File: src/rtl/ram_arbiter_wishbone_pkg.sv
// Shared definitions for the two-master RAM arbiter: FSM encodings, master IDs, bus word type.
package ram_arbiter_wishbone_pkg;

  typedef logic [31:0] word_t;

  localparam logic [1:0] IDLE   = 2'd0;
  localparam logic [1:0] ACCESS = 2'd1;
  localparam logic [1:0] HOLD   = 2'd2;

  localparam logic M0 = 1'b0;
  localparam logic M1 = 1'b1;

endpackage

File: src/rtl/ram_arbiter_wishbone_if.sv
// Wishbone-style bus bundle; master/slave views for the CPU ports, ram/mem views for the RAM side.
interface ram_arbiter_wishbone_if;
  import ram_arbiter_wishbone_pkg::*;

  logic  cyc;
  logic  stb;
  logic  we;
  word_t adr;
  word_t wdata;
  word_t rdata;
  logic  ack;
  logic  err;

  modport master (output cyc, stb, we, adr, wdata, input rdata, ack, err);
  modport slave  (input cyc, stb, we, adr, wdata, output rdata, ack, err);
  // The RAM has no handshake, so its side carries only strobe, address and data.
  modport ram    (output stb, we, adr, wdata, input rdata);
  modport mem    (input stb, we, adr, wdata, output rdata);
endinterface

File: src/rtl/ram_arbiter_wishbone_addr_check.sv
// Rejects misaligned word accesses and any address whose word would run past the end of the RAM.
module ram_arbiter_wishbone_addr_check
  import ram_arbiter_wishbone_pkg::*;
#(
  parameter int unsigned SIZE = 128
) (
  input  word_t adr,
  output logic  err
);

  localparam word_t LAST_WORD = word_t'(SIZE - 4);

  assign err = (adr[1:0] != 2'b00) || (adr > LAST_WORD);

endmodule

File: src/rtl/ram_arbiter_wishbone.sv
// Round-robin arbiter with bounded burst lock between the fetch port (m0) and load/store port (m1),
// generating ACK/ERR on behalf of a handshake-less RAM.
module ram_arbiter_wishbone
  import ram_arbiter_wishbone_pkg::*;
#(
  parameter int unsigned SIZE      = 128,
  parameter int unsigned MAX_BURST = 4
) (
  input logic                   clk,
  input logic                   rst_n,
  ram_arbiter_wishbone_if.slave m0,
  ram_arbiter_wishbone_if.slave m1,
  ram_arbiter_wishbone_if.ram   s
);

  localparam int unsigned      CNT_W   = $clog2(MAX_BURST + 1);
  localparam logic [CNT_W-1:0] CNT_MAX = CNT_W'(MAX_BURST);
  localparam logic [CNT_W-1:0] CNT_ONE = CNT_W'(1);

  logic [1:0]       state, state_nx;
  logic             grant, grant_nx;
  logic             last, last_nx;
  logic [CNT_W-1:0] cnt, cnt_nx;

  logic  req0, req1;
  logic  g_cyc, g_stb, g_we;
  word_t g_adr, g_wdata;
  logic  other_req;
  logic  adr_err;
  logic  in_access;
  logic  beat;
  logic  beat_ok;
  logic  beat_err;

  assign req0 = m0.cyc & m0.stb;
  assign req1 = m1.cyc & m1.stb;

  assign g_cyc     = grant ? m1.cyc   : m0.cyc;
  assign g_stb     = grant ? m1.stb   : m0.stb;
  assign g_we      = grant ? m1.we    : m0.we;
  assign g_adr     = grant ? m1.adr   : m0.adr;
  assign g_wdata   = grant ? m1.wdata : m0.wdata;
  assign other_req = grant ? req0     : req1;

  ram_arbiter_wishbone_addr_check #(
    .SIZE (SIZE)
  ) u_addr_check (
    .adr (g_adr),
    .err (adr_err)
  );

  // A beat only exists while the granted master is actually strobing in ACCESS.
  assign in_access = (state == ACCESS);
  assign beat      = in_access & g_cyc & g_stb;
  assign beat_ok   = beat & ~adr_err;
  assign beat_err  = beat & adr_err;

  always_comb begin
    state_nx = state;
    grant_nx = grant;
    last_nx  = last;
    cnt_nx   = cnt;
    case (state)
      IDLE: begin
        if (req0 | req1) begin
          state_nx = ACCESS;
          cnt_nx   = CNT_ONE;
          grant_nx = (req0 & req1) ? ~last : req1;
        end
      end
      ACCESS, HOLD: begin
        // ACCESS and HOLD share the same exit rules; HOLD simply has no beat in flight.
        if (!g_cyc) begin
          state_nx = IDLE;
          last_nx  = grant;
        end else if (!g_stb) begin
          state_nx = HOLD;
        end else if (cnt < CNT_MAX) begin
          state_nx = ACCESS;
          cnt_nx   = cnt + CNT_ONE;
        end else if (other_req) begin
          state_nx = IDLE;
          last_nx  = grant;
        end else begin
          state_nx = ACCESS;
          cnt_nx   = CNT_ONE;
        end
      end
      default: state_nx = IDLE;
    endcase
  end

  always_ff @(posedge clk or negedge rst_n) begin
    if (!rst_n) begin
      state <= IDLE;
      grant <= M0;
      last  <= M1;
      cnt   <= '0;
    end else begin
      state <= state_nx;
      grant <= grant_nx;
      last  <= last_nx;
      cnt   <= cnt_nx;
    end
  end

  assign s.stb   = beat_ok;
  assign s.we    = beat_ok & g_we;
  assign s.adr   = in_access ? g_adr   : '0;
  assign s.wdata = in_access ? g_wdata : '0;

  assign m0.ack   = beat_ok  & (grant == M0);
  assign m0.err   = beat_err & (grant == M0);
  assign m0.rdata = (in_access && grant == M0) ? s.rdata : '0;

  assign m1.ack   = beat_ok  & (grant == M1);
  assign m1.err   = beat_err & (grant == M1);
  assign m1.rdata = (in_access && grant == M1) ? s.rdata : '0;

endmodule

File: src/flat_wrapper.sv
// flat-port wrapper written by rule: the top's interface ports become plain ports
module ram_arbiter_wishbone_flat import ram_arbiter_wishbone_pkg::*;
#(
  parameter int unsigned SIZE      = 128,
  parameter int unsigned MAX_BURST = 4
)
  (clk, rst_n, m0_cyc, m0_stb, m0_we, m0_adr, m0_wdata, m0_rdata, m0_ack, m0_err, m1_cyc, m1_stb, m1_we, m1_adr, m1_wdata, m1_rdata, m1_ack, m1_err, s_stb, s_we, s_adr, s_wdata, s_rdata);
  ram_arbiter_wishbone_if m0_i ();
  ram_arbiter_wishbone_if m1_i ();
  ram_arbiter_wishbone_if s_i ();
  input logic clk;
  input logic rst_n;
  input wire logic [$bits(m0_i.cyc)-1:0] m0_cyc;
  input wire logic [$bits(m0_i.stb)-1:0] m0_stb;
  input wire logic [$bits(m0_i.we)-1:0] m0_we;
  input wire logic [$bits(m0_i.adr)-1:0] m0_adr;
  input wire logic [$bits(m0_i.wdata)-1:0] m0_wdata;
  output wire logic [$bits(m0_i.rdata)-1:0] m0_rdata;
  output wire logic [$bits(m0_i.ack)-1:0] m0_ack;
  output wire logic [$bits(m0_i.err)-1:0] m0_err;
  input wire logic [$bits(m1_i.cyc)-1:0] m1_cyc;
  input wire logic [$bits(m1_i.stb)-1:0] m1_stb;
  input wire logic [$bits(m1_i.we)-1:0] m1_we;
  input wire logic [$bits(m1_i.adr)-1:0] m1_adr;
  input wire logic [$bits(m1_i.wdata)-1:0] m1_wdata;
  output wire logic [$bits(m1_i.rdata)-1:0] m1_rdata;
  output wire logic [$bits(m1_i.ack)-1:0] m1_ack;
  output wire logic [$bits(m1_i.err)-1:0] m1_err;
  output wire logic [$bits(s_i.stb)-1:0] s_stb;
  output wire logic [$bits(s_i.we)-1:0] s_we;
  output wire logic [$bits(s_i.adr)-1:0] s_adr;
  output wire logic [$bits(s_i.wdata)-1:0] s_wdata;
  input wire logic [$bits(s_i.rdata)-1:0] s_rdata;
  assign m0_i.cyc = m0_cyc;
  assign m0_i.stb = m0_stb;
  assign m0_i.we = m0_we;
  assign m0_i.adr = m0_adr;
  assign m0_i.wdata = m0_wdata;
  assign m0_rdata = m0_i.rdata;
  assign m0_ack = m0_i.ack;
  assign m0_err = m0_i.err;
  assign m1_i.cyc = m1_cyc;
  assign m1_i.stb = m1_stb;
  assign m1_i.we = m1_we;
  assign m1_i.adr = m1_adr;
  assign m1_i.wdata = m1_wdata;
  assign m1_rdata = m1_i.rdata;
  assign m1_ack = m1_i.ack;
  assign m1_err = m1_i.err;
  assign s_stb = s_i.stb;
  assign s_we = s_i.we;
  assign s_adr = s_i.adr;
  assign s_wdata = s_i.wdata;
  assign s_i.rdata = s_rdata;
  ram_arbiter_wishbone #(.SIZE(SIZE), .MAX_BURST(MAX_BURST)) u_core (.clk(clk), .rst_n(rst_n), .m0(m0_i), .m1(m1_i), .s(s_i));
endmodule
File: config.mk
export PLATFORM = sky130hd
export DESIGN_NAME = ram_arbiter_wishbone_flat
export DESIGN_NICKNAME = d
export VERILOG_FILES = /design/src/rtl/ram_arbiter_wishbone_pkg.sv /design/src/rtl/ram_arbiter_wishbone_if.sv /design/src/rtl/ram_arbiter_wishbone_addr_check.sv /design/src/rtl/ram_arbiter_wishbone.sv /design/src/flat_wrapper.sv
export SDC_FILE = /design/constraint.sdc
export NUM_CORES = 1
export LEC_CHECK = 0
export CORE_AREA = 2 2 119 121
export DETAILED_ROUTE_END_ITERATION = 12
export DIE_AREA = 0 0 121 123
export GPL_ROUTABILITY_DRIVEN = 0
export PLACE_DENSITY_LB_ADDON = 0.25
export SLEW_MARGIN = 20
export SYNTH_ARGS = -nofsm -noshare
export SYNTH_HDL_FRONTEND = slang
export SYNTH_SLANG_ARGS = --single-unit
File: constraint.sdc
create_clock -name clk -period 2.29 [get_ports clk]
set_clock_uncertainty 0.15 [all_clocks]
set_input_delay 0.687 -clock clk [delete_from_list [all_inputs] [get_ports clk]]
set_output_delay 0.687 -clock clk [all_outputs]
set_load 0.01 [all_outputs]
# Yosys cells after proc, flatten, opt, wreduce, memory -nomap -nowiden
# Index checks and enable logic that the tools add are counted.
dict set report totals {
  wordCells 69
  register_bits 7
}
dict set report op_classes {
  n_bitwise 16
  mux 27
  reduce_logical 10
  eq_ne 9
  addsub 1
  order_cmp 2
}
# operator n
set op_table {}
lappend op_table {{$mux W32} 6}
lappend op_table {{$gt A32 B7 Y1 const B} 1}
lappend op_table {{$mux W3} 5}
lappend op_table {{$and A1 B1 Y1} 12}
lappend op_table {{$mux W1} 10}
lappend op_table {{$mux W2} 4}
lappend op_table {{$ne A2 B1 Y1 const B} 3}
lappend op_table {{$ne A2 B2 Y1 const B} 3}
lappend op_table {{$pmux W3 S2} 1}
lappend op_table {{$reduce_and A5 Y1} 1}
lappend op_table {{$pmux W2 S2} 1}
lappend op_table {{$reduce_and A4 Y1} 1}
lappend op_table {{$reduce_bool A2 Y1} 2}
lappend op_table {{$add A3 B1 Y3 const B} 1}
lappend op_table {{$lt A3 B3 Y1 const B} 1}
lappend op_table {{$ne A3 B3 Y1 const B} 1}
lappend op_table {{$not A1 Y1} 3}
lappend op_table {{$eq A2 B1 Y1 const B} 1}
lappend op_table {{$eq A2 B2 Y1 const B} 1}
lappend op_table {{$logic_and A1 B1 Y1} 2}
lappend op_table {{$logic_not A2 Y1} 1}
lappend op_table {{$reduce_and A2 Y1} 1}
lappend op_table {{$reduce_or A2 Y1} 1}
lappend op_table {{$logic_or A1 B1 Y1} 1}
lappend op_table {{$or A1 B1 Y1} 1}

# Longest topological paths before layout
# Gate-level depths: netlist (run 1).
dict set report depth {
  depth_word 7
  ltp_mapped 6
  mapped_depth_nobuf 6
}

# Hierarchy
# A second synthesis (run 1) with hierarchy kept.
dict set report hier_totals {
  hier_cells 291
  area_unflattened_um2 2227.1
}
# module area_per_inst_um2 instances cells_each seq_area_each_um2
set by_module_without_submodules {}
lappend by_module_without_submodules {ram_arbiter_wishbone 2169.6 1 282 176.4}
lappend by_module_without_submodules {ram_arbiter_wishbone_addr_check 57.6 1 9 0.0}

# Worst setup path before layout (run 1)
# OpenSTA, ideal clock, no wires.
dict set report synth_path {
  kind {input -> output}
  startpoint {in m1_adr[13]}
  endpoint {out m0_ack}
  path_stages 4
  slack_ns -0.119
  arrival_ns 1.572
  required_ns 1.453
  cell_sequence {nor4_1 > nand4_1 > a22oi_2 > nor3b_2}
}
dict set report synth_via {
  elab_chain_len 6
}
# item line
set synth_rtl {}
lappend synth_rtl {{start, declared} flat_wrapper.sv:24} ;# input wire logic [$bits(m1_i.adr)-1:0] m1_adr;
lappend synth_rtl {{$mux W32} ram_arbiter_wishbone.sv:41} ;# assign g_adr = grant ? m1.adr : m0.adr;
lappend synth_rtl {{$gt A32 B7 Y1} ram_arbiter_wishbone_addr_check.sv:13} ;# assign err = (adr[1:0] != 2'b00) || (adr > LAST_WORD);
lappend synth_rtl {{$logic_or A1 B1 Y1} ram_arbiter_wishbone_addr_check.sv:13}
lappend synth_rtl {{$not A1 Y1} ram_arbiter_wishbone.sv:55} ;# assign beat_ok = beat & ~adr_err;
lappend synth_rtl {{$and A1 B1 Y1} ram_arbiter_wishbone.sv:55}
lappend synth_rtl {{$and A1 B1 Y1} ram_arbiter_wishbone.sv:112} ;# assign m0.ack = beat_ok & (grant == M0);
lappend synth_rtl {{end, declared} flat_wrapper.sv:19} ;# output wire logic [$bits(m0_i.ack)-1:0] m0_ack;
# Every way passes these cells.

# Worst setup path in the final report (run 1)
dict set report layout_path {
  startpoint {in m1_adr[10]}
  endpoint {out m1_ack}
}
dict set report layout_via {
  elab_chain_len 6
}
# item line
set layout_rtl {}
lappend layout_rtl {{$mux W32} ram_arbiter_wishbone.sv:41}
lappend layout_rtl {{$gt A32 B7 Y1} ram_arbiter_wishbone_addr_check.sv:13}
lappend layout_rtl {{$logic_or A1 B1 Y1} ram_arbiter_wishbone_addr_check.sv:13}
lappend layout_rtl {{$not A1 Y1} ram_arbiter_wishbone.sv:55}
lappend layout_rtl {{$and A1 B1 Y1} ram_arbiter_wishbone.sv:55}
lappend layout_rtl {{$and A1 B1 Y1} ram_arbiter_wishbone.sv:116} ;# assign m1.ack = beat_ok & (grant == M1);
lappend layout_rtl {{end, declared} flat_wrapper.sv:27} ;# output wire logic [$bits(m1_i.ack)-1:0] m1_ack;
# Every way passes these cells.

==> impl_metrics.csv, run 1 <==
group,metric,value,unit
run,drv_cap,0,
synth,synth-seq-area-share,7.75,%
route,wirelength,15000,um
worst_setup_path,required,1.45,ns
power_and_ir_drop,powerDensity,1130,mW/mm2
min_path,min_from,"u_core.last$_DFFE_PN1P_",
sta,fin_crit,2.83,ns
final_layout,fillers,1354,
clock_tree,cts_hold_buf,0,
sta,max_freq,0.354,GHz
clock_tree,htreeDepth,1,
sta,fin_setup_tns,-22.75,ns
worst_setup_path,worst_r2r_endpoint,"u_core.cnt[0]$_DFFE_PN0P_",
power_and_ir_drop,ir_worst_vdd,0.444,mV
die,die_w,121,um
final_layout,final_area,0.00652,mm2
synth,ys_seq_elements,7,
min_path,holdPathStages,2,
min_path,min_to,"u_core.last$_DFFE_PN1P_",
worst_setup_path,cpMostUsedCell,"buf_2",
worst_setup_path,endpoint_kind,"output port",
worst_setup_path,slowest_delay,0.28,ns
clock_tree,cts_buffers,3,
route,drc,0,
sta,tightest_slew,0.371,ns
run_status,outcome,"complete, but fails checks",
sta,setup_ws,-0.536,ns
die,fp.dieH,123,um
sta,setup_viol,127,
sta,final.period_utilization,123,%
route,drt.antenna.violating_nets,0,
worst_setup_path,crit_family,"buffers and inverters",
sta,hold_viol,0,
die,initial_core_util,16.7,%
clock_tree,clock_sinks,7,
global_route,antenna_found_initial,0,
worst_setup_path,path_class,"in -> out",
placement,port_buffers,301,
final_layout,diodes,0,
worst_setup_path,rr_worst_depth,7,
worst_setup_path,r2r_slack,0.33,ns
worst_setup_path,path_cells,"buf_2 > nor4_4 > buf_4 > nand4_1 > a22oi_2 > buf_6 > nor3b_4 > buf_2",
global_route,grt_max_degree,24,
final_layout,final_core_util,47.9,%
worst_setup_path,cp_data_arrival_time,1.99,ns
worst_setup_path,slowest_stage,"nor4_4",
worst_setup_path,cp_max_fo,5,
synth,avgSynthCellArea,7.52,um2
die,coreArea,0.0136,mm2
global_route,first_global_vias,3506,
route,dr.pass1.iters,4,
placement,dp_hpwl,10500,um
worst_setup_path,worstSetupStartpointType,"input pin",
final_layout,nets,842,
die,ioPinCount,302,
synth,yosysWarnings,0,
final_layout,fin_cells,849,
synth,syn-instance-count,303,
final_layout,syn2layout_area_growth,186,%
sta,slew_violations,0,
clock_tree,path_clk_slew,0.03,ns
global_route,overflow,0,
die,die_area,0.0149,mm2
final_layout,final_layout_size_suffix_gt1_share,45.7,%
run_status,violations,"setup timing",
die,rows,43,
clock_tree,clockBufferDepth,2,
clock_tree,cts_tree,"built",
clock_tree,clk_latency,0.23,ns
route,drtIter0Drc,117,
route,vias,3705,
sta,maxSlewHeadroom,75.2,%
power_and_ir_drop,p_leak,3.29,nW
worst_setup_path,path_buf_inv,4,
synth,ys_types,36,
synth,synthesis.nets,475,
clock_tree,clock-root-buffer,"clkbuf_16",
min_path,min_path_type,"reg -> reg",
route,routedWlPerCell,17.6,um
route,via_per_inst,4.36,
global_route,track_usage,16.6,%
sta,rsz0062_at_grt,"true",
placement,placed_area,0.00576,mm2
synth,syn_area,0.00228,mm2
global_route,grt_pass1_wl,19600,um
sta,whs,0.383,ns
placement,dp_cells,797,
worst_setup_path,rr_startpoint,"u_core.grant$_DFFE_PN0P_",
==> final cells by class <==
cell class                 instances  area [um2]  share of cell area, %
multi-input combinational        265        2420                   37.0
tap                              180         225                   3.45
timing repair buffer             387        3600                   55.2
clock buffer                       4        78.8                   1.21
inverter                           6        22.5                  0.345
sequential                         7         180                   2.76
==> timing repair <==
action | in CTS | in global routing
endpoints found under the setup margin | 134 | 134
cloned | 5 | 14
pin swaps | 19 | 16
buffers inserted | 21 | 13
resized for setup | 625 | 207
endpoints found under the hold margin | 0 | 0
==> cells in the final DEF (no fill, tap or decap), types with 2 or more instances in the layout <==
cell             synthesis  final
a21oi_1                  6      6
and2_1                  32     27
and2_4                   0      5
and3_1                  34     27
and3_4                   0      7
buf_12                   0     12
buf_16                   0      4
buf_2                    2    111
buf_4                    6     37
buf_6                    1     38
buf_8                    0      7
bufbuf_16                0      2
clkbuf_16                0     14
clkbuf_2                 0     11
clkdlybuf4s15_1          0     16
clkdlybuf4s15_2          0      4
clkdlybuf4s50_1          0     78
dfrtp_1                  6      5
dlygate4sd2_1            0     53
dlymetal6s2s_1           0      3
ha_1                     4      3
inv_1                    6      5
mux2i_1                 65     54
mux2i_4                  0     10
nand2_1                  8      7
nand3_1                  5      5
nand4_1                  7      7
nor2_1                   4      4
nor2b_1                 67     50
nor2b_2                  0      2
nor2b_4                  0     15
nor3_1                   4      2
nor3_2                   0      2
nor3b_4                  0      2
nor4_2                   1      4
nor4_4                   0      6
nor4b_4                  0      2
o21ai_0                  2      2
==> flip-flops by register name, indices dropped and copies added, names as in the netlist <==
signal	count
u_core.state	2
u_core.grant	1
u_core.cnt	3
u_core.last	1
==> kinds of logic after synthesis <==
family	Yosys count	synth area share, %
simple gates	179	49.1
mux	65	28.6
buf+inv	31	6.54
compound gates	17	5.82
flops	7	7.75
fa+ha+maj	4	2.20
==> worst reg2reg max path, cell delays in order (launching register included) <==
cell and delay [ns]:
dfrtp_4 0.52, buf_4 0.16, buf_12 0.14, nand3b_1 0.18, buf_4 0.14, a2bb2oi_2 0.28
nand4_1 0.14, o311a_1 0.12
==> per-stage QoR <==
stage,worst slack [ns],power (W)
2_1_floorplan,-0.118,0.00259
5_1_grt,-0.622,0.00778
4_1_cts,-0.540,0.00586
6_report,-0.536,0.00736
3_5_place_dp,-1.48,0.00516
3_3_place_gp,-1.51,0.00512
==> worst max path at each step <==
| stage | startpoint | end | slack (ns) | cells past startpoint |
|---|---|---|---|---|
| final | m1_adr[10] | m1_ack | -0.54 | 8 |
| after global placement | m0_adr[30] | s_we | -1.51 | 6 |
| after CTS | u_core.grant$_DFFE_PN0P_ | s_we | -0.54 | 7 |
| after detailed placement | m0_adr[30] | m0_ack | -1.48 | 6 |
| after floorplan | m1_adr[25] | m0_ack | -0.12 | 4 |
| after global routing | u_core.grant$_DFFE_PN0P_ | m1_ack | -0.62 | 7 |
==> Yosys cell counts <==
library cell	instances	area, um2
nand3_1	5	25.0
a2bb2oi_2	1	15.0
dfstp_2	1	26.3
and2_1	32	200
and3_1	34	213
a31oi_2	1	12.5
nor4b_1	1	8.76
o2111a_1	1	11.3
a22oi_2	1	12.5
o221ai_1	1	8.76
nand3b_1	1	7.51
nor4_1	9	56.3
inv_1	6	22.5
nand2_1	8	30.0
o21ai_0	2	10.0
nor4_2	1	12.5
o41ai_1	1	8.76
o211ai_1	1	7.51
mux2i_1	65	651
o311a_1	1	10.0
a21oi_1	6	30.0
nand4_1	7	43.8
and3b_1	1	8.76
nor3_1	4	20.0
nor2b_1	67	419
clkbuf_1	16	60.1
ha_1	4	50.1
buf_6	1	11.3
or2_2	1	6.26
nor3b_2	3	37.5
a31oi_1	1	6.26
buf_2	2	10.0
nor2_1	4	15.0
buf_4	6	45.0
dfrtp_1	6	150
nor4b_2	1	15.0
==> report_power, final <==
part           internal [W]  switching (W)
clock network      0.000232      0.0000700
registers          0.000187      0.0000621
logic               0.00401        0.00281
total               0.00443        0.00294
==> routing by layer <==
layer  wire, um  track usage (%)  vias to the layer above
li1           -                -                     1814
met1       6030             20.1                     1713
met2       7610             30.2                      163
met3       1140             3.83                       15
met4        184             3.05                        0
met5          0                0                        -
(Power assumes the default switching activity.)
==> inputs of run 2 (changes only) <==
--- a/config.mk
+++ b/config.mk
@@ -6,6 +6,7 @@
 export NUM_CORES = 1
 export LEC_CHECK = 0
 export CORE_AREA = 2 2 119 121
+export CTS_BUF_LIST = sky130_fd_sc_hd__clkbuf_4
 export DETAILED_ROUTE_END_ITERATION = 12
 export DIE_AREA = 0 0 121 123
 export GPL_ROUTABILITY_DRIVEN = 0
==> impl_metrics.csv, run 2 (synthesized netlist as in run 1, its figures left out) <==
group,metric,value,unit
placement,dp_hpwl,10500,um
worst_setup_path,worstSetupStartpointType,"input pin",
sta,rsz0062_at_grt,"true",
route,wirelength,15300,um
sta,max_freq,0.351,GHz
min_path,min_from,"u_core.last$_DFFE_PN1P_",
final_layout,final_layout_size_suffix_gt1_share,52.5,%
worst_setup_path,worst_r2r_endpoint,"u_core.cnt[0]$_DFFE_PN0P_",
run_status,outcome,"complete, but fails checks",
final_layout,syn2layout_area_growth,203,%
die,fp.dieH,123,um
global_route,grt_max_degree,33,
power_and_ir_drop,p_leak,3.36,nW
placement,placed_area,0.00576,mm2
clock_tree,cts_hold_buf,0,
sta,setup_ws,-0.561,ns
sta,fin_crit,2.85,ns
final_layout,fillers,1272,
die,coreArea,0.0136,mm2
worst_setup_path,slowest_stage,"dlygate4sd2_1",
clock_tree,cts_buffers,3,
final_layout,ff_latch_area,180,um2
final_layout,layout_common_cells,"clkdlybuf4s50_1, buf_6, buf_2, mux2i_1, nor2b_1",
run,drv_cap,0,
worst_setup_path,slowest_delay,0.26,ns
die,initial_core_util,16.7,%
clock_tree,path_clk_slew,0.05,ns
route,dr.pass1.iters,4,
route,routedWlPerCell,18.0,um
worst_setup_path,rr_worst_depth,7,
power_and_ir_drop,powerDensity,1120,mW/mm2
global_route,track_usage,17.0,%
die,ioPinCount,302,
sta,tightest_slew,0.375,ns
sta,maxSlewHeadroom,74.9,%
final_layout,diodes,0,
final_layout,multi_input_area,0.00253,mm2
route,drc,0,
min_path,min_to,"u_core.last$_DFFE_PN1P_",
sta,setup_viol,126,
worst_setup_path,required,1.45,ns
worst_setup_path,path_class,"in -> out",
final_layout,nets,844,
sta,slew_violations,0,
sta,hold_viol,0,
worst_setup_path,cp_data_arrival_time,2.01,ns
final_layout,largest_reg_flops,3,
worst_setup_path,crit_start,"m1_adr[19]",
power_and_ir_drop,p_total,0.00773,W
clock_tree,clockBufferDepth,2,
worst_setup_path,r2r_slack,0.32,ns
power_and_ir_drop,ir_worst_vdd,0.443,mV
clock_tree,clock-root-buffer,"clkbuf_4",
worst_setup_path,endpoint_kind,"output port",
clock_tree,clock_sinks,7,
final_layout,final_core_util,50.7,%
route,drt.antenna.violating_nets,0,
die,die_w,121,um
global_route,first_global_vias,3594,
final_layout,top_regs,"u_core.cnt (3), u_core.state (2)",
route,drtIter0Drc,102,
final_layout,final_area,0.00690,mm2
worst_setup_path,cp_max_fo,5,
global_route,grt_pass1_wl,20100,um
global_route,overflow,0,
route,vias,3764,
clock_tree,htreeDepth,1,
placement,port_buffers,301,
min_path,holdPathStages,2,
sta,final.period_utilization,125,%
clock_tree,cts_tree,"built",
final_layout,regMostFlops,"u_core.cnt",
global_route,antenna_found_initial,0,
final_layout,layout_commonest_cell,"clkdlybuf4s50_1",
die,rows,43,
sta,whs,0.390,ns
min_path,min_path_type,"reg -> reg",
route,via_per_inst,4.42,
worst_setup_path,path_cells,"dlygate4sd2_1 > nor4_2 > buf_4 > nand4_1 > a22oi_2 > buf_6 > nor3b_4 > buf_2",
run_status,violations,"setup timing",
die,die_area,0.0149,mm2
clock_tree,clk_latency,0.24,ns
worst_setup_path,rr_startpoint,"u_core.grant$_DFFE_PN0P_",
==> run 2: final cells by class <==
class                      count  share of cell area, %
timing repair buffer         389                   56.8
tap                          180                   3.26
inverter                       6                  0.326
multi-input combinational    265                   36.6
sequential                     7                   2.61
clock buffer                   4                  0.435
==> run 2: how the worst max path moves through the flow <==
| stage | endpoint | slack, ns | depth (start not counted) |
|---|---|---|---|
| floorplan | m0_ack | -0.12 | 4 |
| global placement | s_we | -1.51 | 6 |
| detailed placement | m0_ack | -1.48 | 6 |
| CTS | s_we | -0.54 | 7 |
| global route | m1_ack | -0.65 | 8 |
| finish | m1_ack | -0.56 | 8 |
==> run 2: layer usage <==
layer,GRT usage (%),routed length (um)
met3,3.74,1190
met5,0,0
met2,31.0,7810
met4,3.27,341
met1,20.6,5950
==> run 2: report_power, final <==
part           internal (W)  leakage [nW]  switching (W)
logic               0.00441          3.26        0.00295
registers          0.000186        0.0839      0.0000548
clock network     0.0000782        0.0184      0.0000436
==> run 2: worst max-delay path, delay by kind of cell <==
family / cells / cell delay [ns]
AOI/OAI and AO/OA: 1 / 0.19
and+or+nand+nor: 3 / 0.41
buffers and inverters: 4 / 0.71
==> run 2: metrics by stage <==
step / setup slack, ns / cells / TNS [ns]
after floorplan: -0.118 / 303 / -0.459
after global placement: -1.51 / 797 / -63.81
after detailed placement: -1.48 / 797 / -64.77
after CTS: -0.544 / 836 / -20.31
after global routing: -0.650 / 851 / -26.88
final: -0.561 / 851 / -19.60
==> run 2: what timing repair did <==
item                                    CTS  global route
pin swaps                                21            46
cloned                                   10             9
resized for setup                       693           233
setup buffers                            27            13
endpoints found under the setup margin  134           133
==> patch (flow settings as in run 1) <==
`MAX_BURST` is set to 4 in 2 places; all go to 16.
--- a/src/rtl/ram_arbiter_wishbone.sv
+++ b/src/rtl/ram_arbiter_wishbone.sv
@@ -4,7 +4,7 @@
   import ram_arbiter_wishbone_pkg::*;
 #(
   parameter int unsigned SIZE      = 128,
-  parameter int unsigned MAX_BURST = 4
+  parameter int unsigned MAX_BURST = 16
 ) (
   input logic                   clk,
   input logic                   rst_n,
--- a/src/flat_wrapper.sv
+++ b/src/flat_wrapper.sv
@@ -2,7 +2,7 @@
 module ram_arbiter_wishbone_flat import ram_arbiter_wishbone_pkg::*;
 #(
   parameter int unsigned SIZE      = 128,
-  parameter int unsigned MAX_BURST = 4
+  parameter int unsigned MAX_BURST = 16
 )
   (clk, rst_n, m0_cyc, m0_stb, m0_we, m0_adr, m0_wdata, m0_rdata, m0_ack, m0_err, m1_cyc, m1_stb, m1_we, m1_adr, m1_wdata, m1_rdata, m1_ack, m1_err, s_stb, s_we, s_adr, s_wdata, s_rdata);
   ram_arbiter_wishbone_if m0_i ();
Check against the original RTL: not equivalent (Yosys sat finds a counterexample within 10 cycles, from zero or initial values and one cycle with rst_n low).
==> patch against run 1 <==
  * The flow still finishes with violations (setup timing)
  * Sequential cell count rose by 2
  * Worst setup slack got worse by 0.092 ns
  * Synthesized area up 5.7%
  * Power grew 1.6%
  * Wire length increased by 13%
  * Final area grew 5.2%
  * First-iteration DRC count increased by 3.4%
  * Largest power group unchanged
==> patch: results <==
export IMPL_status="complete, but fails checks"
export IMPL_failed_checks="setup timing"
export IMPL_avgSynthCellArea_um2=7.841
export IMPL_multi_input_cells=268
export IMPL_diodes=0
export IMPL_seq_power_uw=303
export IMPL_setup_viol=125
export IMPL_clock_area_share_pct=1.149
export IMPL_synth_seq_area_share_pct=9.407
export IMPL_crit_arrival_ns=2.08
export IMPL_dp_slack_ns=-1.578
export IMPL_area_growth_pct=185.0
export IMPL_m1WireLength_mm=6.427
export IMPL_drt_pass1_iter_count=4
export IMPL_antenna_found_initial=0
export IMPL_synth_fa_ha_area_share_pct=2.079
export IMPL_clkbuf_count=4
export IMPL_multi_input_area_share_pct=36.01
export IMPL_grt_usage_pct=20.71
export IMPL_hpwl_mm=11.38
export IMPL_finalNonFillerCells=853
export IMPL_p_comb_mw=6.86
export IMPL_buffers=388
export IMPL_cp_top_family="simple AND/OR/NAND/NOR gates"
export IMPL_power_switching_share_pct=40.86
export IMPL_grt_pass1_wl_mm=23.74
export IMPL_ys_top_cells_by_count="67 x nor2b_1, 65 x mux2i_1, 36 x and3_1"
export IMPL_power_mw=7.481
export IMPL_synth_compound_area_share_pct=8.732
export IMPL_met3_length_um=965
export IMPL_insertion_delay_ns=0.23
export IMPL_clock_root_buffer="clkbuf_16"
export IMPL_cts_sinks=9
export IMPL_inv_count=4
export IMPL_vias_per_cell=4.525
export IMPL_max_stage_delay_ns=0.34
export IMPL_ys_types=41
export IMPL_regArea_um2=230.2
export IMPL_buf_share_pct=55.98
export IMPL_placed_area_um2=5808
export IMPL_slew_headroom_pct=67.49
export IMPL_final_layout_size_suffix_gt1_share_pct=51.41
export IMPL_vdd_drop_max_v=0.0006382
export IMPL_tns_ns=-26.96
export IMPL_syn_nets=479
export IMPL_drtIter0Drc=121
export IMPL_route_met2_wl_mm=9.151
export IMPL_first_global_vias=3919
export IMPL_synth_mux_area_share_pct=27.49
export IMPL_power_leakage_nw=3.252
export IMPL_setup_slack_ns=-0.6278
export IMPL_dpl_cell_count=796
export IMPL_reg_largest_list="u_core.cnt x5, u_core.state x2"
export IMPL_routedWlPerCell_um=19.75
export IMPL_fillers=1284
export IMPL_grt_max_degree=38
export IMPL_worstPathMaxFanout=6
export IMPL_synthTopCellsByArea="mux2i_1 27%, nor2b_1 17%, and3_1 9.4%"
==> patch: per-layer routing <==
metal  track usage [%]  vias up
met2             40.94      133
met4             1.599        0
met5                 0        -
met3             3.598       22
li1                  -     1841
met1             23.98     1864
==> patch: final timing paths <==
kind	from	to	slack, ns	cells past startpoint
worst min register to register	u_core.cnt[0]	u_core.cnt[0]	0.35	1
worst max-delay path	m1_adr[0]	s_we	-0.63	8
worst max register to register	u_core.grant	u_core.cnt[3]	0.06	8
min in group asynchronous	rst_n	u_core.cnt[1]	0.64	1
max in group asynchronous	rst_n	u_core.grant	0.99	1
worst min-delay path	u_core.cnt[0]	u_core.cnt[0]	0.35	1
==> patch: timing repair <==
action,4_1_cts,5_1_grt
pin swaps,32,15
endpoints found under the setup margin,139,137
gates cloned,17,0
resized for setup,783,155
endpoints found under the hold margin,0,0
setup buffers,36,22
